`src/rtl/if_fetch_queue_pkg.sv`:
```
// if_fetch_queue_pkg: shared queue-entry layout, redirect-source encoding and reset PC
package if_fetch_queue_pkg;
    localparam logic [31:0] RESET_PC_DEF = 32'h1c000000;
    typedef struct packed {
        logic [31:0] pc;
        logic [31:0] inst;
        logic        adef;
    } fq_entry_t;
    localparam int FQ_W = $bits(fq_entry_t);
    typedef enum logic [1:0] {RD_NONE, RD_BR, RD_ERTN, RD_EX} redir_src_t;
    function automatic redir_src_t redir_src(input logic wb_ex, input logic ertn, input logic br);
        return wb_ex ? RD_EX : ertn ? RD_ERTN : br ? RD_BR : RD_NONE;
    endfunction
endpackage

```
`src/rtl/if_fetch_queue_fetch_fifo.sv`:
```
// fetch_fifo: synchronous FIFO with flush, first-word-fall-through head
module fetch_fifo #(
    parameter int WIDTH = 32,
    parameter int DEPTH = 4
) (
    input  logic                       clk,
    input  logic                       resetn,
    input  logic                       flush,
    input  logic                       push,
    input  logic                       pop,
    input  logic [WIDTH-1:0]           din,
    output logic [WIDTH-1:0]           dout,
    output logic [$clog2(DEPTH):0]     count
);
    localparam int AW = DEPTH > 1 ? $clog2(DEPTH) : 1;
    localparam int CW = $clog2(DEPTH) + 1;
    logic [WIDTH-1:0] mem [DEPTH];
    logic [AW-1:0]    rd_ptr, wr_ptr;
    logic             empty, full, do_push, do_pop;
    function automatic logic [AW-1:0] nxt(input logic [AW-1:0] p);
        return (p == AW'(DEPTH - 1)) ? '0 : p + 1'b1;
    endfunction
    assign empty   = count == '0;
    assign full    = count == CW'(DEPTH);
    assign do_pop  = pop & ~empty;
    // a full FIFO may still accept a write when its head leaves the same cycle
    assign do_push = push & (~full | do_pop);
    assign dout    = mem[rd_ptr];
    always_ff @(posedge clk) begin
        if (!resetn || flush) begin
            rd_ptr <= '0;
            wr_ptr <= '0;
            count  <= '0;
        end else begin
            if (do_push) wr_ptr <= nxt(wr_ptr);
            if (do_pop) rd_ptr <= nxt(rd_ptr);
            count <= count + CW'(do_push) - CW'(do_pop);
        end
    end
    always_ff @(posedge clk)
        if (do_push) mem[wr_ptr] <= din;
endmodule

```
`src/rtl/if_fetch_queue.sv`:
```
// if_fetch_queue: instruction fetch with decoupling queue, outstanding-request tracking and redirect discard
module if_fetch_queue
    import if_fetch_queue_pkg::*;
#(
    parameter int          QDEPTH   = 4,
    parameter int          MAX_OUT  = 2,
    parameter logic [31:0] RESET_PC = RESET_PC_DEF
) (
    input  logic        clk,
    input  logic        resetn,
    input  logic        ds_allowin,
    output logic        fs_to_ds_valid,
    output logic [31:0] fs_inst,
    output logic [31:0] fs_pc,
    output logic        fs_adef_ex,
    input  logic        br_stall,
    input  logic        br_taken,
    input  logic [31:0] br_target,
    input  logic        wb_ex,
    input  logic [31:0] ex_entry,
    input  logic        ertn_flush,
    input  logic [31:0] ertn_entry,
    output logic        inst_sram_req,
    output logic [31:0] inst_sram_addr,
    input  logic        inst_sram_addr_ok,
    input  logic        inst_sram_data_ok,
    input  logic [31:0] inst_sram_rdata,
    output logic [31:0] fetch_vaddr,
    input  logic [31:0] fetch_paddr
);
    localparam int CW = $clog2(QDEPTH) + 1;
    logic [31:0]             fetch_pc, target, pc_head;
    logic [CW-1:0]           outstanding, discard_cnt, q_cnt;
    logic [$clog2(MAX_OUT):0] pc_cnt;
    logic                    adef_block, redirect, aligned, q_full, q_empty;
    logic                    hs, dok, live, adef_push, q_push, q_pop;
    redir_src_t              src;
    fq_entry_t               adef_ent, data_ent, q_din, q_dout;
    assign src      = redir_src(wb_ex, ertn_flush, br_taken);
    assign redirect = src != RD_NONE;
    assign target   = src == RD_EX ? ex_entry : src == RD_ERTN ? ertn_entry : br_target;
    assign aligned  = fetch_pc[1:0] == 2'b00;
    assign q_full   = q_cnt == CW'(QDEPTH);
    assign q_empty  = q_cnt == '0;
    // reserve a queue slot for every request in flight so responses always fit
    assign inst_sram_req = resetn & ~redirect & ~adef_block & aligned & ~br_stall
                         & (outstanding < CW'(MAX_OUT))
                         & (({1'b0, outstanding} + {1'b0, q_cnt}) < (CW + 1)'(QDEPTH));
    assign hs   = inst_sram_req & inst_sram_addr_ok;
    // with nothing outstanding a response is a leftover from before reset
    assign dok  = inst_sram_data_ok & (outstanding != '0);
    assign live = dok & (discard_cnt == '0);
    assign adef_push = resetn & ~redirect & ~aligned & ~adef_block & ~q_full;
    assign adef_ent  = '{pc: fetch_pc, inst: 32'h0, adef: 1'b1};
    assign data_ent  = '{pc: pc_head, inst: inst_sram_rdata, adef: 1'b0};
    assign q_din     = adef_push ? adef_ent : data_ent;
    assign q_push    = adef_push | live;
    assign fs_to_ds_valid = resetn & ~q_empty & ~redirect;
    assign q_pop     = fs_to_ds_valid & ds_allowin;
    assign fs_pc      = fs_to_ds_valid ? q_dout.pc : 32'h0;
    assign fs_inst    = fs_to_ds_valid ? q_dout.inst : 32'h0;
    assign fs_adef_ex = fs_to_ds_valid & q_dout.adef;
    assign fetch_vaddr    = fetch_pc;
    assign inst_sram_addr = fetch_paddr;
    fetch_fifo #(.WIDTH(FQ_W), .DEPTH(QDEPTH)) u_queue (
        .clk(clk), .resetn(resetn), .flush(redirect), .push(q_push), .pop(q_pop),
        .din(q_din), .dout(q_dout), .count(q_cnt)
    );
    fetch_fifo #(.WIDTH(32), .DEPTH(MAX_OUT)) u_pc_fifo (
        .clk(clk), .resetn(resetn), .flush(redirect), .push(hs), .pop(live),
        .din(fetch_pc), .dout(pc_head), .count(pc_cnt)
    );
    always_ff @(posedge clk) begin
        if (!resetn) begin
            fetch_pc    <= RESET_PC;
            outstanding <= '0;
            discard_cnt <= '0;
            adef_block  <= 1'b0;
        end else begin
            fetch_pc    <= redirect ? target : hs ? fetch_pc + 32'd4 : fetch_pc;
            outstanding <= outstanding + CW'(hs) - CW'(dok);
            // after a redirect every response still pending belongs to the old path
            discard_cnt <= redirect ? outstanding - CW'(dok) : discard_cnt - CW'(dok & (discard_cnt != '0));
            adef_block  <= redirect ? 1'b0 : adef_block | adef_push;
        end
    end
    assert property (@(posedge clk) disable iff (!resetn)
        (live & ~redirect) |-> ((~q_full | q_pop) & (pc_cnt != '0)));
endmodule

```
`config.mk`:
```
export PLATFORM = sky130hd
export DESIGN_NAME = if_fetch_queue
export DESIGN_NICKNAME = d
export VERILOG_FILES = /design/src/rtl/if_fetch_queue_pkg.sv /design/src/rtl/if_fetch_queue_fetch_fifo.sv /design/src/rtl/if_fetch_queue.sv
export SDC_FILE = /design/constraint.sdc
export NUM_CORES = 1
export LEC_CHECK = 0
export CAP_MARGIN = 5
export CORE_MARGIN = 1.5
export CORE_UTILIZATION = 29
export DETAILED_ROUTE_END_ITERATION = 12
export HOLD_SLACK_MARGIN = 0.1
export SLEW_MARGIN = 20
export SYNTH_ARGS = -nofsm -noshare
export SYNTH_HDL_FRONTEND = slang
export SYNTH_SLANG_ARGS = --single-unit
export TNS_END_PERCENT = 100
```
`constraint.sdc`:
```
create_clock -name clk -period 8 [get_ports clk]
set_clock_uncertainty 0.1 [all_clocks]
set_input_delay 2 -clock clk [delete_from_list [all_inputs] [get_ports clk]]
set_output_delay 2 -clock clk [all_outputs]
set_load 0.05 [all_outputs]
```
; Yosys cells after proc, flatten, opt, wreduce, memory -nomap -nowiden
; Memory sizes are Yosys's and may differ from the RTL's. A register that Yosys moved wholly into a read port is not among the register bits.
; Index checks and enable logic that the tools add are counted.
[word_totals]
regBits = 50
mem_bits_rw = 324
inputBits = 169
output_inout_bits = 131
wordCells = 102
n_memories = 2
[memory_table]
columns = memory, depth, word_bits, rd, rd_clocked_by_memory_dff, write_ports, line_no
row1 = u_queue.mem, 4, 65, 1, 1, 1, if_fetch_queue_fetch_fifo.sv:17  ; logic [WIDTH-1:0] mem [DEPTH];
row2 = u_pc_fifo.mem, 2, 32, 1, 1, 1, if_fetch_queue_fetch_fifo.sv:17
[classes]
addsub = 14
magnitude_cmp = 2
n_eq_ne = 6
n_mux = 23
bitwise = 34
n_reduce_logical = 11
[ops]
columns = cell, count
row1 = $mux 32, 6
row2 = $mux 65, 1
row3 = $add 32x3->32 const B, 1
row4 = $and 1x1->1, 21
row5 = $mux 2, 6
row6 = $sub 3x1->3, 4
row7 = $eq 2x2->1 const B, 5
row8 = $mux 1, 9
row9 = $not 1->1, 9
row10 = $add 3x1->3, 2
row11 = $logic_not 3->1, 2
row12 = $reduce_bool 3->1, 2
row13 = $add 2x1->2 const B, 2
row14 = $add 3x3->4, 1
row15 = $logic_not 2->1, 2
row16 = $lt 4x3->1 const B, 1
row17 = $or 1x1->1, 4
row18 = $reduce_bool 2->1, 2
row19 = $eq 3x3->1 const B, 1
row20 = $lt 3x2->1 const B, 1
row21 = $mux 3, 1
row22 = $add 1x1->1 const B, 2
row23 = $add 2x1->2, 1
row24 = $reduce_or 2->1, 1
row25 = other kinds (3), 3

; Longest topological paths before layout
[logic_depth]
word_depth = 15
ltp_mapped = 14

; By module
; From an unflattened synthesis, not the netlist that was laid out.
[hier_totals]
hier_cells = 1078
hier_area_um2 = 16524.6
[by_module_without_submodules]
columns = module, n_inst, cells_each, area_each_um2
row1 = fetch_fifo (u_queue), 1, 388, 9816.9
row2 = if_fetch_queue, 1, 564, 4126.5
row3 = fetch_fifo (u_pc_fifo), 1, 126, 2581.2

; Least setup slack after synthesis
; No wires, ideal clock.
[synth_path]
path_type = input -> output
startpoint = in ertn_flush
endpoint = out fs_inst[22]
t_arrival_ns = 3.967
t_required_ns = 5.900
path_slack_ns = 1.933
stages = 5
n_path_buf = 2
cell_sequence = buf_6 -> or4b_4 -> nor2_1 -> clkbuf_1 -> and2_1
[synth_between]
elab_chain_len = 6
[synth_lines]
columns = element, line_no
row1 = start: declaration, if_fetch_queue.sv:21  ; input logic ertn_flush,
row2 = $mux 2 (2 in a row), if_fetch_queue_pkg.sv:12  ; return wb_ex ? RD_EX : ertn ? RD_ERTN : br ? RD_BR : RD_NONE;
row3 = $reduce_bool 2->1, if_fetch_queue.sv:40  ; assign redirect = src != RD_NONE;
row4 = $not 1->1, if_fetch_queue.sv:58  ; assign fs_to_ds_valid = resetn & ~q_empty & ~redirect;
row5 = $and 1x1->1, if_fetch_queue.sv:58
row6 = named net fs_to_ds_valid, if_fetch_queue.sv:12  ; output logic fs_to_ds_valid,
row7 = $mux 32, if_fetch_queue.sv:61  ; assign fs_inst = fs_to_ds_valid ? q_dout.inst : 32'h0;
row8 = end: declaration, if_fetch_queue.sv:13  ; output logic [31:0] fs_inst,
; The timed path passes the listed nets, and every way through them passes these cells.

; Worst setup path after layout
[layout_path]
startpoint = in br_taken
endpoint = out fs_inst[5]
[layout_between]
elab_chain_len = 7
[layout_lines]
columns = element, line_no
row1 = start: declaration, if_fetch_queue.sv:17  ; input logic br_taken,
row2 = $mux 1, if_fetch_queue_pkg.sv:12
row3 = $mux 2 (2 in a row), if_fetch_queue_pkg.sv:12
row4 = $reduce_bool 2->1, if_fetch_queue.sv:40
row5 = $not 1->1, if_fetch_queue.sv:58
row6 = $and 1x1->1, if_fetch_queue.sv:58
row7 = $mux 32, if_fetch_queue.sv:61
; Every way passes these cells.

==> summary.txt <==
Synthesis
  • Mapped Cells: 1157
  • Syn Std Cell Area: 16630 sq um
  • Synth Area in Compound Gates: between 6 and 7%
  • Simple-gate share of the synthesized area: between 10% and 20%
  • Yosys top cell area share: roughly 59%
  • Post-Synth XOR/XNOR Area: 0.7374%
  • Main combinational cell family by area after synthesis: multiplexers
  • Number of synthesized flops with an enable pin: 324
  • Avg Inst Size Synth: 14.37 sq um
  • Ys async rst share: 0%
  • Synthesis-stage register bit count: 377
  • Synth Area in Adders: 1.670%
  • Synth Flop Type: edfxtp_1
  • Syn nets: 1347
  • Sequential fraction of the synthesis area: 64.89%
  • Mux cell area share after synthesis: between 10% and 20%
  • Ranking of synthesized cells by area: edfxtp_1, mux4_2, dfxtp_1
  • Number of synthesis warnings: 0
  • Synth unique cells: 61
  • Cell taking the most area after synthesis: edfxtp_1

Detailed routing
  • Drt pass-1 iters: 4
  • Final ANT Viol Nets: 0
  • Routed len/inst: 19.71 um
  • Avg Vias per Cell: around 4.8
  • Initial DRC count: 570
  • Via Count: 10260
  • Routed wire length: 42.29 mm
  • # DRC: 0

Global route
  • Number of global-route vias before repair: 10320
  • First-pass GRT wire length: 63.04 mm
  • GRT Total Usage: 14.19%
  • Largest net degree at the start of global routing: 63
  • Initial antenna violation count: 4
  • Gr ovfl total: 0

Power and ir drop
  • VDD IR-drop max: roughly 140 uV
  • Leak pwr: 0.006863 uW
  • PD cells: 224.5 nW/um^2
  • Power, Total: 4692 uW

Setup path
  • CP Max Fanout: 13
  • FF-to-FF path depth: 11
  • Cell seen most often among critical-path stages: clkdlybuf4s50_1
  • Worst r2r src: u_queue.count[2]
  • Critical path arrival: ~4.5 ns
  • Startpoint Class: input pin
  • Slowest-stage cell, CP: clkdlybuf4s50_1
  • Peak per-stage delay on the critical path: 0.80 ns
  • Setup crit start: br_taken
  • Critical-path cell list: clkdlybuf4s50_1, or4b_4, nor2_4, and2_1, clkdlybuf4s50_1
  • CP required: 5.90 ns
  • Critical path class: in -> out
  • Critical Path End Type: primary output

Placement
  • GPL Wtd Cong: 0.8562
  • Port bufs: 235
  • Pre-CTS setup slack: 1.349 ns
  • HPWL after detailed placement: 28.51 mm
  • Area after DPL: about 20000 sq um

CTS
  • CTS H-tree lvls: 2
  • Num CTS Buffers: 42
  • Hold_buf cts: 0
  • TritonCTS Sinks: 377
  • Postcts setup bufs: 0
  • CTS resizes: 0
  • Clk slew on worst S/H paths: 0.06 ns
  • Clock root cell: clkbuf_16
  • Clk Latency, worst-skew pair: 0.55 ns
  • Max clock buf depth: 3
  • TritonCTS clock tree: done

STA
  • Setup total negative slack: 0 ns
  • Worst-margin pin slew: a little over 0.9 ns
  • Post-layout min period: 6.580 ns
  • Hold violation total from the final report: 0
  • Unrepaired setup endpoints after global routing: false
  • Fmax achieved: 152.0 MHz
  • Hold slack: just over 0.4 ns
  • Setup violators final: 0
  • Max_slew headroom: between 30% and 40%
  • Final count of pins violating max slew: 0
  • Setup ws final: between 1 and 1.5 ns
  • Final Cycle Share: between 80 and 90%

Floorplanning
  • Initial Utilization: 29.43%
  • Area of the core: 56500 sq um
  • DIE HEIGHT: 242.5 um
  • Num rows: 87
  • Die W: 242.5 um
  • Total die area: 58780 sq um
  • IO Count: 300

Finish
  • Antenna Diode Count: 0
  • Post-layout net count: 1550
  • Filler cell count in the final layout: around 5400
  • Post-route cell area: 20890 sq um
  • Area Overhead vs Synth: 25.65%
  • Ratio of cells with drive above 1 in the final layout: 16.26%

Worst hold path
  • Hold depth: 2
  • Hold Path Class: reg -> reg
  • Hold_sp: u_pc_fifo.rd_ptr

Status
  • Outcome: completed

Job
  • Max-capacitance violation count: 0
-- logic make-up (layout without fill, tap and decap cells) --
group | count (synthesis) | count (layout)
adder cells (fa/ha/maj) | 21 | 21
AND/OR/NAND/NOR | 335 | 335
XOR/XNOR | 14 | 14
multiplexers | 105 | 105
AO/OA/AOI/OAI | 172 | 172
flip-flops | 377 | 377
buffers and inverters | 133 | 366
-- placed cells by master (no fill, tap or decap), types with 4 or more instances in the layout --
| master | count |
|---|---|
| clkinv_2 | 7 |
| buf_12 | 8 |
| o211a_1 | 4 |
| dfxtp_1 | 50 |
| o31ai_1 | 4 |
| nor2b_1 | 42 |
| clkbuf_16 | 43 |
| nand2_1 | 86 |
| and3_1 | 11 |
| nand3_1 | 8 |
| ha_1 | 19 |
| nor3_1 | 16 |
| nand3b_1 | 12 |
| a21oi_1 | 39 |
| clkdlybuf4s50_1 | 174 |
| clkbuf_1 | 9 |
| nor2_1 | 35 |
| nor4_1 | 5 |
| o211ai_1 | 8 |
| nand4_1 | 21 |
| xor2_1 | 6 |
| clkinv_1 | 7 |
| buf_4 | 76 |
| mux2i_1 | 40 |
| xnor2_1 | 8 |
| and2_1 | 71 |
| a211oi_1 | 9 |
| inv_1 | 31 |
| a31oi_1 | 12 |
| edfxtp_1 | 324 |
| o21ai_0 | 61 |
| and4_1 | 5 |
| and2_4 | 4 |
| o311a_1 | 5 |
| mux4_2 | 65 |
-- power breakdown --
group	internal, uW	switching (uW)
logic	235	287
registers	2260	64.9
clock network	1080	761
-- worst paths after layout --
kind	slack, ns	to
hold reg to reg	0.40	flop
setup / recovery	1.42	fs_inst[5]
setup reg to reg	4.18	outstanding[2]
hold / removal	0.40	flop
-- through the flow --
step	instances	util [%]
finish	2146	36.98
global route	2146	36.98
CTS	2145	36.93
detailed placement	2071	34.62
global placement	2071	34.62
floorplan	1157	-
-- registers in the layout (all words and copies together) (netlist names), named ones only --
| register | count |
|---|---|
| u_queue.count | 3 |
| adef_block | 1 |
| u_pc_fifo.wr_ptr | 1 |
| discard_cnt | 3 |
| fetch_vaddr | 32 |
| outstanding | 3 |
| u_pc_fifo.rd_ptr | 1 |
| u_pc_fifo.count | 2 |
| u_pc_fifo.mem | 64 |
| u_queue.mem | 260 |
| u_queue.rd_ptr | 2 |
| u_queue.wr_ptr | 2 |
-- cell usage after synthesis, drive strengths merged (4+ instances only) --
cell and n:
xnor2 8, mux2i 40, nand2 86, o211a 4, o31ai 4, o211ai 8, nor2 36, o21ai 61
and3 11, nor4 5, ha 19, nor2b 43, edfxtp 324, nand3b 12, nand3 8, and4 5
nor3 17, o311a 5, nand4 21, dfxtp 53, a21oi 39, a2111oi 5, mux4 65, xor2 6
buf 49, and2 75, clkbuf 52, a31oi 12, a211oi 9, inv 31
-- area by class of cell --
| cell class | instances | area, sq um | area share [%] |
|---|---|---|---|
| clock buffer | 52 | 1110 | 5.312 |
| multi-input combinational | 647 | 5215 | 24.96 |
| sequential | 377 | 10800 | 51.70 |
| timing repair buffer | 260 | 2505 | 11.99 |
| inverter | 32 | 120.1 | 0.5749 |
| tap | 756 | 945.9 | 4.527 |
| clock inverter | 22 | 196.4 | 0.9402 |
-- per-layer routing --
metal / global-route usage, % / wire length [um] / share of wire [%] / vias up
met4: 5.386 / 1296 / 3.1 / 4
met5: 0 / 24 / 0.057 / -
met3: 3.401 / 2411 / 5.7 / 91
met2: 23.39 / 20040 / 47 / 362
li1: - / - / - / 4779
met1: 18.02 / 18520 / 44 / 5024
-- worst max-delay path: cells and delay by family --
family | cells | cell delay [ns]
buffers and inverters | 2 | 1.28
and+or+nand+nor | 3 | 1.18
(Power assumes the default switching activity.)
